File: config.mk
export PLATFORM = sky130hd
export DESIGN_NAME = aead_serial_frontend_flat
export DESIGN_NICKNAME = d
export VERILOG_FILES = /design/src/rtl/aead_serial_frontend_if.sv /design/src/rtl/aead_serial_frontend.sv /design/src/flat_wrapper.sv
export SDC_FILE = /design/constraint.sdc
export NUM_CORES = 1
export LEC_CHECK = 0
export ABC_CLOCK_PERIOD_IN_PS = 1900
export CORE_AREA = 2 2 257 259
export DETAILED_ROUTE_END_ITERATION = 16
export DIE_AREA = 0 0 259 261
export PLACE_DENSITY = 0.75
export REMOVE_ABC_BUFFERS = 1
export SLEW_MARGIN = 20
export SYNTH_ARGS = -nofsm -noshare
export SYNTH_HDL_FRONTEND = slang
export SYNTH_SLANG_ARGS = --single-unit
File: constraint.sdc
create_clock -name clk -period 1.9 [get_ports clk]
set_input_delay 0.19 -clock clk [delete_from_list [all_inputs] [get_ports clk]]
set_output_delay 0.19 -clock clk [all_outputs]
set_load 0.05 [all_outputs]
File: src/rtl/aead_serial_frontend_if.sv
// Handshake and operand bundle between the AEAD serial front end and its environment.
interface aead_serial_frontend_if #(
  parameter int K = 128,
  parameter int L = 40,
  parameter int Y = 40,
  parameter int W = 1
);
  logic         start;
  logic         mode;
  logic         in_valid;
  logic [W-1:0] key_in;
  logic [W-1:0] nonce_in;
  logic [W-1:0] ad_in;
  logic [W-1:0] data_in;
  logic [W-1:0] tag_in;

  logic [K-1:0] core_key;
  logic [127:0] core_nonce;
  logic [L-1:0] core_ad;
  logic [Y-1:0] core_data;
  logic [127:0] core_tag_exp;
  logic         core_enc_start;
  logic         core_dec_start;
  logic         core_done;
  logic [Y-1:0] core_text;
  logic [127:0] core_tag;

  logic         out_ready;
  logic         out_valid;
  logic         out_last;
  logic [W-1:0] text_out;
  logic [W-1:0] tag_out;

  logic         busy;
  logic         auth_ok;
  logic         auth_fail;
  logic [2:0]   state_dbg;

  modport master (
    output start, mode, in_valid, key_in, nonce_in, ad_in, data_in, tag_in,
           core_done, core_text, core_tag, out_ready,
    input  core_key, core_nonce, core_ad, core_data, core_tag_exp,
           core_enc_start, core_dec_start, out_valid, out_last, text_out, tag_out,
           busy, auth_ok, auth_fail, state_dbg
  );

  modport slave (
    input  start, mode, in_valid, key_in, nonce_in, ad_in, data_in, tag_in,
           core_done, core_text, core_tag, out_ready,
    output core_key, core_nonce, core_ad, core_data, core_tag_exp,
           core_enc_start, core_dec_start, out_valid, out_last, text_out, tag_out,
           busy, auth_ok, auth_fail, state_dbg
  );
endinterface

File: src/rtl/aead_serial_frontend.sv
// Serial front end for an AEAD core: loads operands MSB-first, kicks the core, serialises results.
// Optional macro AEAD_FRONTEND_RANDOM_MASK_EN replaces the zero failure mask with LFSR bits.
module aead_serial_frontend #(
  parameter int K = 128,
  parameter int L = 40,
  parameter int Y = 40,
  parameter int W = 1
) (
  input logic                  clk,
  input logic                  rst,
  aead_serial_frontend_if.slave bus
);
  function automatic int imax(input int a, input int b);
    return (a > b) ? a : b;
  endfunction

  localparam int NK     = K / W;
  localparam int NN     = 128 / W;
  localparam int NA     = L / W;
  localparam int NY     = Y / W;
  localparam int NT     = 128 / W;
  localparam int NL     = imax(imax(NK, NN), imax(NA, NY));
  localparam int NU_ENC = imax(NY, NT);
  localparam int CW     = $clog2(NL + 1);

  if ((K % W) != 0 || (L % W) != 0 || (Y % W) != 0 || (128 % W) != 0) begin : g_bad_w
    $error("W must divide K, L, Y and 128");
  end

  typedef enum logic [2:0] {
    S_IDLE   = 3'd0,
    S_LOAD   = 3'd1,
    S_KICK   = 3'd2,
    S_WAIT   = 3'd3,
    S_UNLOAD = 3'd4
  } state_t;

  state_t        state_q, state_d;
  logic          rst_sync_q;
  logic          mode_q;
  logic [CW-1:0] cnt_q;
  logic [K-1:0]  key_q;
  logic [127:0]  nonce_q;
  logic [L-1:0]  ad_q;
  logic [Y-1:0]  data_q;
  logic [127:0]  tag_exp_q;
  logic [Y-1:0]  text_sr;
  logic [127:0]  tag_sr;
  logic          auth_ok_q, auth_fail_q;
  logic [W-1:0]  mask;

  // Handshakes: an output beat transfers on a rising edge where out_valid && out_ready and
  // holds unchanged until then; in_valid has no back-pressure, every valid LOAD beat is taken.
  logic          start_ok, out_fire, last_beat;
  logic [CW-1:0] nu_cnt;

  assign start_ok  = bus.start && rst_sync_q;
  assign out_fire  = (state_q == S_UNLOAD) && bus.out_ready;
  assign nu_cnt    = mode_q ? CW'(NY) : CW'(NU_ENC);
  assign last_beat = (cnt_q == nu_cnt - CW'(1));

  // One flop of release synchronisation: the first start lands on the 2nd edge after release.
  always_ff @(posedge clk or negedge rst) begin
    if (!rst) rst_sync_q <= 1'b0;
    else      rst_sync_q <= 1'b1;
  end

  always_ff @(posedge clk or negedge rst) begin
    if (!rst) state_q <= S_IDLE;
    else      state_q <= state_d;
  end

  always_comb begin
    state_d = state_q;
    case (state_q)
      S_IDLE:   if (start_ok) state_d = S_LOAD;
      S_LOAD:   if (bus.in_valid && cnt_q == CW'(NL - 1)) state_d = S_KICK;
      S_KICK:   state_d = S_WAIT;
      S_WAIT:   if (bus.core_done) state_d = S_UNLOAD;
      S_UNLOAD: if (out_fire && last_beat) state_d = S_IDLE;
      default:  state_d = S_IDLE;
    endcase
  end

  always_ff @(posedge clk or negedge rst) begin
    if (!rst) begin
      mode_q      <= 1'b0;
      cnt_q       <= '0;
      key_q       <= '0;
      nonce_q     <= '0;
      ad_q        <= '0;
      data_q      <= '0;
      tag_exp_q   <= '0;
      text_sr     <= '0;
      tag_sr      <= '0;
      auth_ok_q   <= 1'b0;
      auth_fail_q <= 1'b0;
    end else begin
      case (state_q)
        S_IDLE: if (start_ok) begin
          mode_q      <= bus.mode;
          cnt_q       <= '0;
          auth_ok_q   <= 1'b0;
          auth_fail_q <= 1'b0;
        end
        S_LOAD: if (bus.in_valid) begin
          cnt_q <= (cnt_q == CW'(NL - 1)) ? '0 : cnt_q + 1'b1;
          // Shorter operands stop shifting once full, so their extra beats are dropped.
          if (cnt_q < CW'(NK)) key_q     <= (key_q << W)     | K'(bus.key_in);
          if (cnt_q < CW'(NN)) nonce_q   <= (nonce_q << W)   | 128'(bus.nonce_in);
          if (cnt_q < CW'(NA)) ad_q      <= (ad_q << W)      | L'(bus.ad_in);
          if (cnt_q < CW'(NY)) data_q    <= (data_q << W)    | Y'(bus.data_in);
          if (cnt_q < CW'(NT)) tag_exp_q <= (tag_exp_q << W) | 128'(bus.tag_in);
        end
        S_WAIT: if (bus.core_done) begin
          text_sr <= bus.core_text;
          tag_sr  <= bus.core_tag;
          if (mode_q) begin
            auth_ok_q   <= (bus.core_tag == tag_exp_q);
            auth_fail_q <= (bus.core_tag != tag_exp_q);
          end
        end
        S_UNLOAD: if (bus.out_ready) begin
          cnt_q   <= last_beat ? '0 : cnt_q + 1'b1;
          text_sr <= text_sr << W;
          tag_sr  <= tag_sr << W;
        end
        default: ;
      endcase
    end
  end

`ifdef AEAD_FRONTEND_RANDOM_MASK_EN
  logic [31:0]  lfsr_q;
  logic [W-1:0] mask_q;

  // The mask is sampled per presented beat so a stalled beat keeps its value.
  always_ff @(posedge clk or negedge rst) begin
    if (!rst) begin
      lfsr_q <= 32'hACE1ACE1;
      mask_q <= '0;
    end else begin
      lfsr_q <= lfsr_q[0] ? ((lfsr_q >> 1) ^ 32'h80200003) : (lfsr_q >> 1);
      if ((state_q == S_WAIT && bus.core_done) || out_fire)
        mask_q <= W'({4{lfsr_q}} >> (128 - W));
    end
  end
  assign mask = mask_q;
`else
  assign mask = '0;
`endif

  assign bus.core_key     = key_q;
  assign bus.core_nonce   = nonce_q;
  assign bus.core_ad      = ad_q;
  assign bus.core_data    = data_q;
  assign bus.core_tag_exp = tag_exp_q;
  assign bus.auth_ok      = auth_ok_q;
  assign bus.auth_fail    = auth_fail_q;
  assign bus.state_dbg    = state_q;

  always_comb begin
    bus.busy           = (state_q != S_IDLE);
    bus.core_enc_start = 1'b0;
    bus.core_dec_start = 1'b0;
    bus.out_valid      = 1'b0;
    bus.out_last       = 1'b0;
    bus.text_out       = '0;
    bus.tag_out        = '0;
    case (state_q)
      S_KICK: begin
        bus.core_enc_start = !mode_q;
        bus.core_dec_start = mode_q;
      end
      S_UNLOAD: begin
        bus.out_valid = 1'b1;
        bus.out_last  = last_beat;
        if (cnt_q < CW'(NY)) bus.text_out = auth_fail_q ? mask : text_sr[Y-1 -: W];
        if (!mode_q && cnt_q < CW'(NT)) bus.tag_out = tag_sr[127 -: W];
      end
      default: ;
    endcase
  end
endmodule

File: src/flat_wrapper.sv
// flat-port wrapper written by rule: the top's interface ports become plain ports
module aead_serial_frontend_flat 
#(
  parameter int K = 128,
  parameter int L = 40,
  parameter int Y = 40,
  parameter int W = 1
)
  (clk, rst, bus_start, bus_mode, bus_in_valid, bus_key_in, bus_nonce_in, bus_ad_in, bus_data_in, bus_tag_in, bus_core_done, bus_core_text, bus_core_tag, bus_out_ready, bus_core_key, bus_core_nonce, bus_core_ad, bus_core_data, bus_core_tag_exp, bus_core_enc_start, bus_core_dec_start, bus_out_valid, bus_out_last, bus_text_out, bus_tag_out, bus_busy, bus_auth_ok, bus_auth_fail, bus_state_dbg);
  aead_serial_frontend_if #(.K(K), .L(L), .Y(Y), .W(W)) bus_i ();
  input logic clk;
  input logic rst;
  input wire logic [$bits(bus_i.start)-1:0] bus_start;
  input wire logic [$bits(bus_i.mode)-1:0] bus_mode;
  input wire logic [$bits(bus_i.in_valid)-1:0] bus_in_valid;
  input wire logic [$bits(bus_i.key_in)-1:0] bus_key_in;
  input wire logic [$bits(bus_i.nonce_in)-1:0] bus_nonce_in;
  input wire logic [$bits(bus_i.ad_in)-1:0] bus_ad_in;
  input wire logic [$bits(bus_i.data_in)-1:0] bus_data_in;
  input wire logic [$bits(bus_i.tag_in)-1:0] bus_tag_in;
  input wire logic [$bits(bus_i.core_done)-1:0] bus_core_done;
  input wire logic [$bits(bus_i.core_text)-1:0] bus_core_text;
  input wire logic [$bits(bus_i.core_tag)-1:0] bus_core_tag;
  input wire logic [$bits(bus_i.out_ready)-1:0] bus_out_ready;
  output wire logic [$bits(bus_i.core_key)-1:0] bus_core_key;
  output wire logic [$bits(bus_i.core_nonce)-1:0] bus_core_nonce;
  output wire logic [$bits(bus_i.core_ad)-1:0] bus_core_ad;
  output wire logic [$bits(bus_i.core_data)-1:0] bus_core_data;
  output wire logic [$bits(bus_i.core_tag_exp)-1:0] bus_core_tag_exp;
  output wire logic [$bits(bus_i.core_enc_start)-1:0] bus_core_enc_start;
  output wire logic [$bits(bus_i.core_dec_start)-1:0] bus_core_dec_start;
  output wire logic [$bits(bus_i.out_valid)-1:0] bus_out_valid;
  output wire logic [$bits(bus_i.out_last)-1:0] bus_out_last;
  output wire logic [$bits(bus_i.text_out)-1:0] bus_text_out;
  output wire logic [$bits(bus_i.tag_out)-1:0] bus_tag_out;
  output wire logic [$bits(bus_i.busy)-1:0] bus_busy;
  output wire logic [$bits(bus_i.auth_ok)-1:0] bus_auth_ok;
  output wire logic [$bits(bus_i.auth_fail)-1:0] bus_auth_fail;
  output wire logic [$bits(bus_i.state_dbg)-1:0] bus_state_dbg;
  assign bus_i.start = bus_start;
  assign bus_i.mode = bus_mode;
  assign bus_i.in_valid = bus_in_valid;
  assign bus_i.key_in = bus_key_in;
  assign bus_i.nonce_in = bus_nonce_in;
  assign bus_i.ad_in = bus_ad_in;
  assign bus_i.data_in = bus_data_in;
  assign bus_i.tag_in = bus_tag_in;
  assign bus_i.core_done = bus_core_done;
  assign bus_i.core_text = bus_core_text;
  assign bus_i.core_tag = bus_core_tag;
  assign bus_i.out_ready = bus_out_ready;
  assign bus_core_key = bus_i.core_key;
  assign bus_core_nonce = bus_i.core_nonce;
  assign bus_core_ad = bus_i.core_ad;
  assign bus_core_data = bus_i.core_data;
  assign bus_core_tag_exp = bus_i.core_tag_exp;
  assign bus_core_enc_start = bus_i.core_enc_start;
  assign bus_core_dec_start = bus_i.core_dec_start;
  assign bus_out_valid = bus_i.out_valid;
  assign bus_out_last = bus_i.out_last;
  assign bus_text_out = bus_i.text_out;
  assign bus_tag_out = bus_i.tag_out;
  assign bus_busy = bus_i.busy;
  assign bus_auth_ok = bus_i.auth_ok;
  assign bus_auth_fail = bus_i.auth_fail;
  assign bus_state_dbg = bus_i.state_dbg;
  aead_serial_frontend #(.K(K), .L(L), .Y(Y), .W(W)) u_core (.clk(clk), .rst(rst), .bus(bus_i));
endmodule
Word-level counts from Yosys, hierarchy flattened
Index checks and enable logic that the tools add are counted.
{"block": "classes", "addsub": 2, "mul": 0, "div": 0, "magnitude_cmp": 2, "n_eq_ne": 15, "n_shift": 0, "mux": 34, "bitwise": 5, "reduce_logical": 18}
{"cell": "$or 128x1->128", "n": 3}
{"cell": "$mux 128", "n": 2}
{"cell": "$pmux 128 s2", "n": 1}
{"cell": "$eq 128x128->1", "n": 1}
{"cell": "$ne 128x128->1", "n": 1}
{"cell": "$mux 40", "n": 2}
{"cell": "$or 40x1->40", "n": 2}
{"cell": "$pmux 40 s2", "n": 1}
{"cell": "$mux 8", "n": 6}
{"cell": "$pmux 8 s3", "n": 1}
{"cell": "$pmux 3 s5", "n": 1}
{"cell": "$mux 1", "n": 14}
{"cell": "$mux 3", "n": 4}
{"cell": "$reduce_and 4->1", "n": 3}
{"cell": "$reduce_and 3->1", "n": 3}
{"cell": "$add 8x1->8 const B", "n": 1}
{"cell": "$eq 8x7->1 const B", "n": 1}
{"cell": "$eq 8x8->1", "n": 1}
{"cell": "$lt 8x6->1 const B", "n": 1}
{"cell": "$lt 8x8->1 const B", "n": 1}
{"cell": "$ne 2x2->1 const B", "n": 4}
{"cell": "$sub 8x1->8 const B", "n": 1}
{"cell": "$eq 3x2->1 const B", "n": 2}
{"cell": "$ne 2x1->1 const B", "n": 3}
{"cell": "other kinds (9)", "n": 16}
{"block": "totals", "reg_bits": 647, "latchBits": 0, "ramBits": 0, "romBits": 0, "input_bits": 180, "output_inout_bits": 476, "word_cells": 89, "n_memories": 0}

Depth between registers and ports, before layout
Gate-level depths: netlist (run 1).
{"block": "logic_depth", "ltp_word": 6, "depth_mapped": 10, "depth_no_buf": 7}

Least setup slack after synthesis (run 1)
OpenSTA, ideal clock, no wires.
{"block": "synth_path", "path_type": "reg-to-output", "start": "register u_core.state_q[1], in the netlist u_core.bus.state_dbg[1]", "end": "output bus_tag_out", "arrival_ns": 2.781, "t_required_ns": 1.710, "slack_ns": -1.071, "path_stages_with_launch": 5, "path_buffers": 1, "cell_sequence": "dfrtp_1 buf_2 nor2_1 nand2_1 nor4b_1"}
{"block": "synth_via", "elab_chain_cells": 2}
{"element": "start: declaration", "line_no": "aead_serial_frontend.sv:38", "text": "state_t state_q, state_d;"}
{"element": "start signal: assignment", "line_no": "aead_serial_frontend.sv:70", "text": "else state_q <= state_d;"}
{"element": "$eq 3x3->1", "line_no": "aead_serial_frontend.sv:170", "text": "case (state_q)"}
{"element": "$mux 1", "line_no": "aead_serial_frontend.sv:170"}
{"element": "end: declaration", "line_no": "flat_wrapper.sv:35", "text": "output wire logic [$bits(bus_i.tag_out)-1:0] bus_tag_out;"}
Every way passes these cells.

Final worst setup path (run 1)
{"block": "layout_path", "start": "register u_core.cnt_q[6]", "end": "output bus_out_last"}
{"block": "layout_via", "elab_chain_cells": 2}
{"element": "start: declaration", "line_no": "aead_serial_frontend.sv:41", "text": "logic [CW-1:0] cnt_q;"}
{"element": "start signal: assignment", "line_no": "aead_serial_frontend.sv:107", "text": "cnt_q <= (cnt_q == CW'(NL - 1)) ? '0 : cnt_q + 1'b1;"}
{"element": "start signal: assignment", "line_no": "aead_serial_frontend.sv:124", "text": "cnt_q <= last_beat ? '0 : cnt_q + 1'b1;"}
{"element": "$eq 8x8->1", "line_no": "aead_serial_frontend.sv:60", "text": "assign last_beat = (cnt_q == nu_cnt - CW'(1));"}
{"element": "$mux 1", "line_no": "aead_serial_frontend.sv:170"}
{"element": "end: declaration", "line_no": "flat_wrapper.sv:33", "text": "output wire logic [$bits(bus_i.out_last)-1:0] bus_out_last;"}
Every way passes these cells.

==> results.txt, run 1 <==
Initial antenna violation count - 21
Max frequency - 0.435 GHz
Synth warnings - 0
Status - complete, but fails checks
Gate power share - 37.9%
RSZ-0062 raised after global routing - yes
Dominant cell type by area after synthesis - dfrtp_1
Reg2reg setup slack - -0.31 ns
Syn_area_per_cell - 9.70 sq um
Synth top area share - 59.6%
P_sw - 0.0178 W
Share of post-route cells with drive strength above 1 - 24.7%
Worst min path class - in2async
Number of H-tree levels - 3
Clk_skew - 0.0212 ns
Synth async-reset ratio - 100%
Overall routing resource usage - 27.4%
Total CTS buffers - 71
Sequential fraction of the synthesis area - 59.6%
Worst-path fanout max - 3
CP arrival - 2.11 ns
Post-synth top flop - dfrtp_1
Slew HR - 59.6%
Root Buffer Master - clkbuf_16
Rows - 94
Slew @ Worst Pin - 0.609 ns
CTS tree - built
Maxcap violations - 0
Yosys cell types - 46
Initial core utilization - 41.8%
Commonest cells in the netlist - 1,336 x nand2_1, 647 x dfrtp_1, 177 x o21ai_0, 166 x mux2i_1, 130 x xnor2_1
CP Data Required Time - 1.71 ns
Switching portion of total power - 34.8%
Final-report setup violation count - 341
IO Port Bufs - 655
Grt ovf - 0
Design area - 42,800 sq um
P_int - 0.0334 W
Peak VDD IR - 0.776 mV
Setup_tns - -31.43 ns
Clock buffer depth - 3
Total die area - 67,600 sq um
Leakage - 23.2 nW
Slowest stage delay, CP - 0.50 ns
Period minus WS final - 2.30 ns
Gpl congestion - 0.939
CP Buf/Inv Count - 1
IO Pins - 656
Iter 0 DRT Violations - 2,076
Core ar. - 65,000 sq um
Failing checks - negative setup slack
Worst-skew pair later-pin latency - 0.62 ns
Synth area leaders - dfrtp_1 60%, nand2_1 18%, mux2i_1 6.1%
Element type at the critical path end - output port
Clk pin slew, worst setup/hold paths - 0.06 ns
Fin. Hold Viols - 0
Crit path cell chain - or4b_1, a211o_1, nor2_2, buf_12
Total Wirelength - 109,000 um
Final net count - 3,934
HPWL after DPL - 67,300 um
Largest net degree at the start of global routing - 101
Placed cell areas - 36,300 sq um
Area added between synthesis and finish - 57.4%
Crit path kind - reg2out
DR vias - 24,600
Final ANT Viol Nets - 0
Seq pwr share - 34.0%
Synthesized flop and latch total - 647
Wire length of the first global-routing pass - 141,000 um
Routed len/inst - 23.3 um
Die height - 261 um
Clk sinks - 647
Final period util - 121%
Synthesized instance count - 2,801
Post-DR vias/cell - 5.25
Clock power frac - 28.1%
Final worst slack - -0.400 ns
Count leader, synth - nand2_1
Crit-path slowest cell - or4b_1
Number of flops mapped to enable cells by yosys - 0
Die X - 259 um
Top Family by Delay on Critical Path - simple AND/OR/NAND/NOR gates
Pre-Repair DR Iteration Count - 8
Vias in the first global route - 23,500
Max-slew violations - 0
# DRC - 0
Power Dens Cells - 1200 nW/um^2
Synthesized area - 27,200 sq um
CP Launch Type - register
[repair_timing]
item | CTS | global route
hold buffers | 1 | 0
gates cloned | 11 | 71
pin swaps | 15 | 155
resized for setup | 523 | 494
hold endpoints to repair | 572 | 0
buffers inserted | 30 | 41
endpoints found under the setup margin | 479 | 560
[worst reg2reg max path, stage by stage, from the launching register on]
cell	delay, ns
dfrtp_1	0.40
buf_6	0.13
nor3b_4	0.24
nand3b_1	0.19
a211oi_4	0.20
buf_6	0.15
buf_12	0.11
buf_8	0.11
buf_12	0.13
buf_16	0.13
mux2_4	0.30
[state kept, by name, indices dropped and copies added (netlist names), 3 cells and up]
register and cells:
u_core.tag_sr 128, u_core.bus.core_data 40, u_core.bus.core_ad 40, u_core.bus.core_tag_exp 128
u_core.bus.core_key 128, u_core.bus.state_dbg 3, u_core.bus.core_nonce 128, u_core.text_sr 40
u_core.cnt_q 8
[area by class of cell]
class / instances / area, sq um
clock buffers: 105 / 2050
clock inverters: 20 / 339
diodes: 14 / 35.0
multi-input cells: 1996 / 11900
well taps: 864 / 1080
flip-flops and latches: 647 / 16200
inverters: 4 / 26.3
fillers: 4733 / 22200
repair buffers: 1033 / 11100
[logic make-up (layout without fill, tap and decap cells)]
kind of cell | after synthesis | after routing | synth area share, %
AOI/OAI and AO/OA | 198 | 198 | 3.87
xor gates and xnor gates | 130 | 130 | 4.19
adders and majority gates | 1 | 1 | 0.0460
buffers and inverters | 158 | 1162 | 2.55
DFF | 647 | 647 | 59.6
muxes | 247 | 247 | 9.47
other | 1 | 15 | 0.0138
and+or+nand+nor | 1419 | 1419 | 20.3
[through the flow]
stage	cells	power (W)	hold slack, ns	utilization (%)	setup WS, ns
3_5_place_dp	4401	0.0302	0.0772	55.9	-0.503
6_report	4683	0.0512	0.0483	65.8	-0.400
2_1_floorplan	2647	0.0234	-0.106	-	-12.57
4_1_cts	4568	0.0460	0.00578	60.7	-0.437
5_1_grt	4678	0.0531	0.0319	65.8	-0.486
3_3_place_gp	4401	0.0299	0.0758	55.9	-0.576
[power groups by stage]
stage | Combinational, W | Sequential [W] | Clock (W)
after floorplan | 0.00488 | 0.0185 | 0
after global placement | 0.0127 | 0.0172 | 0
after detailed placement | 0.0129 | 0.0173 | 0
after CTS | 0.0143 | 0.0171 | 0.0146
after global routing | 0.0204 | 0.0176 | 0.0151
final | 0.0194 | 0.0174 | 0.0144
[placed cells by master, fill, tap and decap left out, types with 14 or more instances in the layout]
cell                n
buf_12             66
clkbuf_16         124
mux2_4             80
clkbuf_1           22
nand2_2           115
o21ai_1            28
buf_8              27
xnor2_1           123
clkdlybuf4s50_1   178
dlygate4sd2_1     370
nand4_1            34
buf_4             278
buf_6              41
diode_2            14
dfrtp_1           647
mux2i_1           149
o21ai_2            39
nand2_4            63
nand2_1          1158
o21ai_0           107
buf_16             20
[metal layers]
| metal | global-route usage [%] | wire length, um | share of wire, % | vias to the layer above |
|---|---|---|---|---|
| met4 | 13.1 | 5880 | 5.4 | 18 |
| li1 | - | - | - | 10900 |
| met1 | 33.4 | 41100 | 38 | 12200 |
| met3 | 7.87 | 9480 | 8.7 | 291 |
| met2 | 45.1 | 52400 | 48 | 1143 |
| met5 | 0 | 117 | 0.11 | - |
[worst paths after layout]
path	startpoint	endpoint	cells past startpoint
setup / recovery	u_core.cnt_q[6]	bus_out_last	4
hold / removal	rst	u_core.bus.core_nonce[107]	2
setup reg to reg	u_core.bus.state_dbg[2]	u_core.bus.core_ad[26]	10
hold reg to reg	u_core.tag_sr[3]	u_core.tag_sr[3]	2
max in group asynchronous	rst	u_core.tag_sr[122]	3
min in group clk	bus_key_in	u_core.bus.core_key[0]	3
Power figures use the tool's default switching activity.
==> inputs of run 2 (changes only) <==
Settings changed: ABC_CLOCK_PERIOD_IN_PS 1900 to 2500, CORE_AREA 2 2 257 259 to 2 2 258 260, DIE_AREA 0 0 259 261 to 0 0 260 262, PLACE_DENSITY 0.75 to 0.72.
Clock period 1.9 ns to 2.5 ns, I/O delays scaled along.
==> run 2 against run 1 <==
The run now ends clean. Register-to-register slack improved by 0.35 ns. First-iteration DRC count decreased by 18%. Critical path depth rose by 2.
==> results.txt, run 2 (synthesis results as in run 1) <==
Status - finished, final reports clean
Iter 0 DRT Violations - 1,704 (-18%)
Final-report setup violation count - 0 (-100%)
Largest net degree at the start of global routing - 153 (+51%)
Post-DR vias/cell - 4.97 (-5.4%)
Total Wirelength - 88,600 um (-19%)
Element type at the critical path end - output port
RSZ-0062 raised after global routing - yes
Overall routing resource usage - 25.5% (-2.0 points)
Core ar. - 65,300 sq um (+0.36%)
Die height - 262 um (+0.38%)
IO Pins - 656 (unchanged)
Critical Path Source - u_core.bus.state_dbg[1]
Most frequent cells in the layout - 1,335 x nand2_1, 645 x clkdlybuf4s50_1, 644 x dfrtp_1
Crit path kind - reg2out
Routed len/inst - 20.3 um (-13%)
Design area - 37,600 sq um (-12%)
Wire length of the first global-routing pass - 132,000 um (-7.0%)
Total die area - 68,100 sq um (+0.77%)
CP arrival - 2.21 ns (+0.10 ns)
Grt ovf - 0 (unchanged)
# DRC - 0 (unchanged)
Total CTS buffers - 71 (unchanged)
Worst min path class - in2async
Peak VDD IR - 0.574 mV (-26%)
Share of post-route cells with drive strength above 1 - 7.66% (-17 points)
Final period util - 98.6%
Reg2reg setup slack - 0.04 ns (+0.35 ns)
Power Dens Cells - 868 nW/um^2 (-27%)
Worst-skew pair later-pin latency - 0.61 ns (about the same)
CTS tree - built
Placed cell areas - 35,200 sq um (-3.3%)
Register area - 16,200 sq um (about the same)
Period minus WS final - 2.46 ns
Die X - 260 um (+0.39%)
DR vias - 21,700 (-12%)
Critical R2R Launch - u_core.bus.core_tag_exp[103]
Clk sinks - 647 (unchanged)
Worst-path fanout max - 22 (+19)
Initial core utilization - 41.6% (-0.15 points)
Maxcap violations - 0 (unchanged)
Max-slew violations - 0 (unchanged)
Post-Layout Cell Count - 4,372 (-6.6%)
Vias in the first global route - 21,500 (-8.5%)
Fin. Hold Viols - 0 (unchanged)
Clock buffer depth - 3 (unchanged)
Max frequency - 0.406 GHz
Setup_tns - 0 ns (+31.43 ns)
Number of H-tree levels - 3 (unchanged)
CP Data Required Time - 2.25 ns (+0.54 ns)
Area added between synthesis and finish - 38.2%
HPWL after DPL - 64,900 um (-3.6%)
Root Buffer Master - clkbuf_16
Placed instance count - 4,242 (-3.6%)
Leakage - 18.1 nW (-22%)
Gpl congestion - 0.921 (-1.9%)
Slew HR - 46.3% (-13 points)
Final ANT Viol Nets - 0 (unchanged)
Initial antenna violation count - 19 (-9.5%)
Hold WS - 0.118 ns (+0.0698 ns)
Fill cell count - 5,586 (+18%)
Final net count - 3,634 (-7.6%)
Pre-Repair DR Iteration Count - 5 (-3)
Rows - 94 (unchanged)
Slew @ Worst Pin - 0.805 ns (+0.196 ns)
Clk_skew - 0.0223 ns (+0.00106 ns)
IO Port Bufs - 655 (unchanged)
Multi-input combinational cell area - 10,300 sq um (-13%)
CP Launch Type - register
Commonest non-fill, non-tap cell in the layout - nand2_1
Clk pin slew, worst setup/hold paths - 0.06 ns (about the same)
## run 2: cell count changes in the layout (fill, tap and decap cells not counted), moves of 70 or more
cell             change
clkdlybuf4s50_1    +467
dlygate4sd2_1      -369
buf_4              -228
nand2_1            +177
nand2_2            -114
mux2_4              -80
o21ai_0             +70
## run 2: metrics by stage
step	setup slack, ns	util [%]	total power, W
floorplan	-11.97	-	0.0182
global placement	-0.114	53.9	0.0220
detailed placement	-0.171	53.9	0.0222
CTS	0.00192	57.5	0.0328
global route	-0.0395	57.5	0.0343
finish	0.0360	57.5	0.0326
## run 2: path summary, 6_finish.rpt
path                                             end  cells past startpoint
hold / removal             u_core.bus.core_nonce[80]                      2
setup / recovery                       bus_out_valid                      6
setup reg to reg                  u_core.bus.auth_ok                      5
min in group clk              u_core.bus.core_key[0]                      3
max in group asynchronous              u_core.mode_q                      4
hold reg to reg                     u_core.tag_sr[8]                      2
## run 2: where the power goes
part           switching, W  total [W]  leakage, nW  internal (W)
registers           0.00101     0.0130         8.78        0.0120
logic               0.00561    0.00905         8.14       0.00344
clock network       0.00436     0.0105         1.14       0.00618
## run 2: layout make-up
type / instances / share of cell area, %
flip-flops and latches: 647 / 43.1
multi-input cells: 1996 / 27.5
repair buffers: 732 / 20.1
clock buffers: 103 / 5.50
well taps: 864 / 2.88
clock inverters: 17 / 0.690
inverters: 4 / 0.110
diodes: 8 / 0.0533
repair inverters: 1 / 0.0233
## run 2: repair_timing
| action | 4_1_cts | 5_1_grt |
|---|---|---|
| pin swaps | 1 | 2 |
| buffers inserted | 1 | 0 |
| resized for setup | 6 | 6 |
| hold buffers | 1 | 0 |
| endpoints found under the hold margin | 326 | 0 |
| cloned | 0 | 1 |
| setup endpoints to repair | 5 | 3 |
## run 2: per-layer routing
layer  up-vias  share of wire (%)  global-route usage, %  wire length, um
li1      10300                  -                      -                -
met1     10500                 40                   32.3            35800
met2       703                 47                   40.4            42000
met3       175                8.7                   8.50             7670
met4        20                3.4                   9.85             3040
met5         -               0.14                      0              126
## run 2: critical path: stages (launching register included)
cell       delay (ns)
dfrtp_1          0.40
buf_4            0.18
nor2_1           0.13
nand2_2          0.16
bufinv_16        0.36
buf_12           0.21
buf_12           0.15
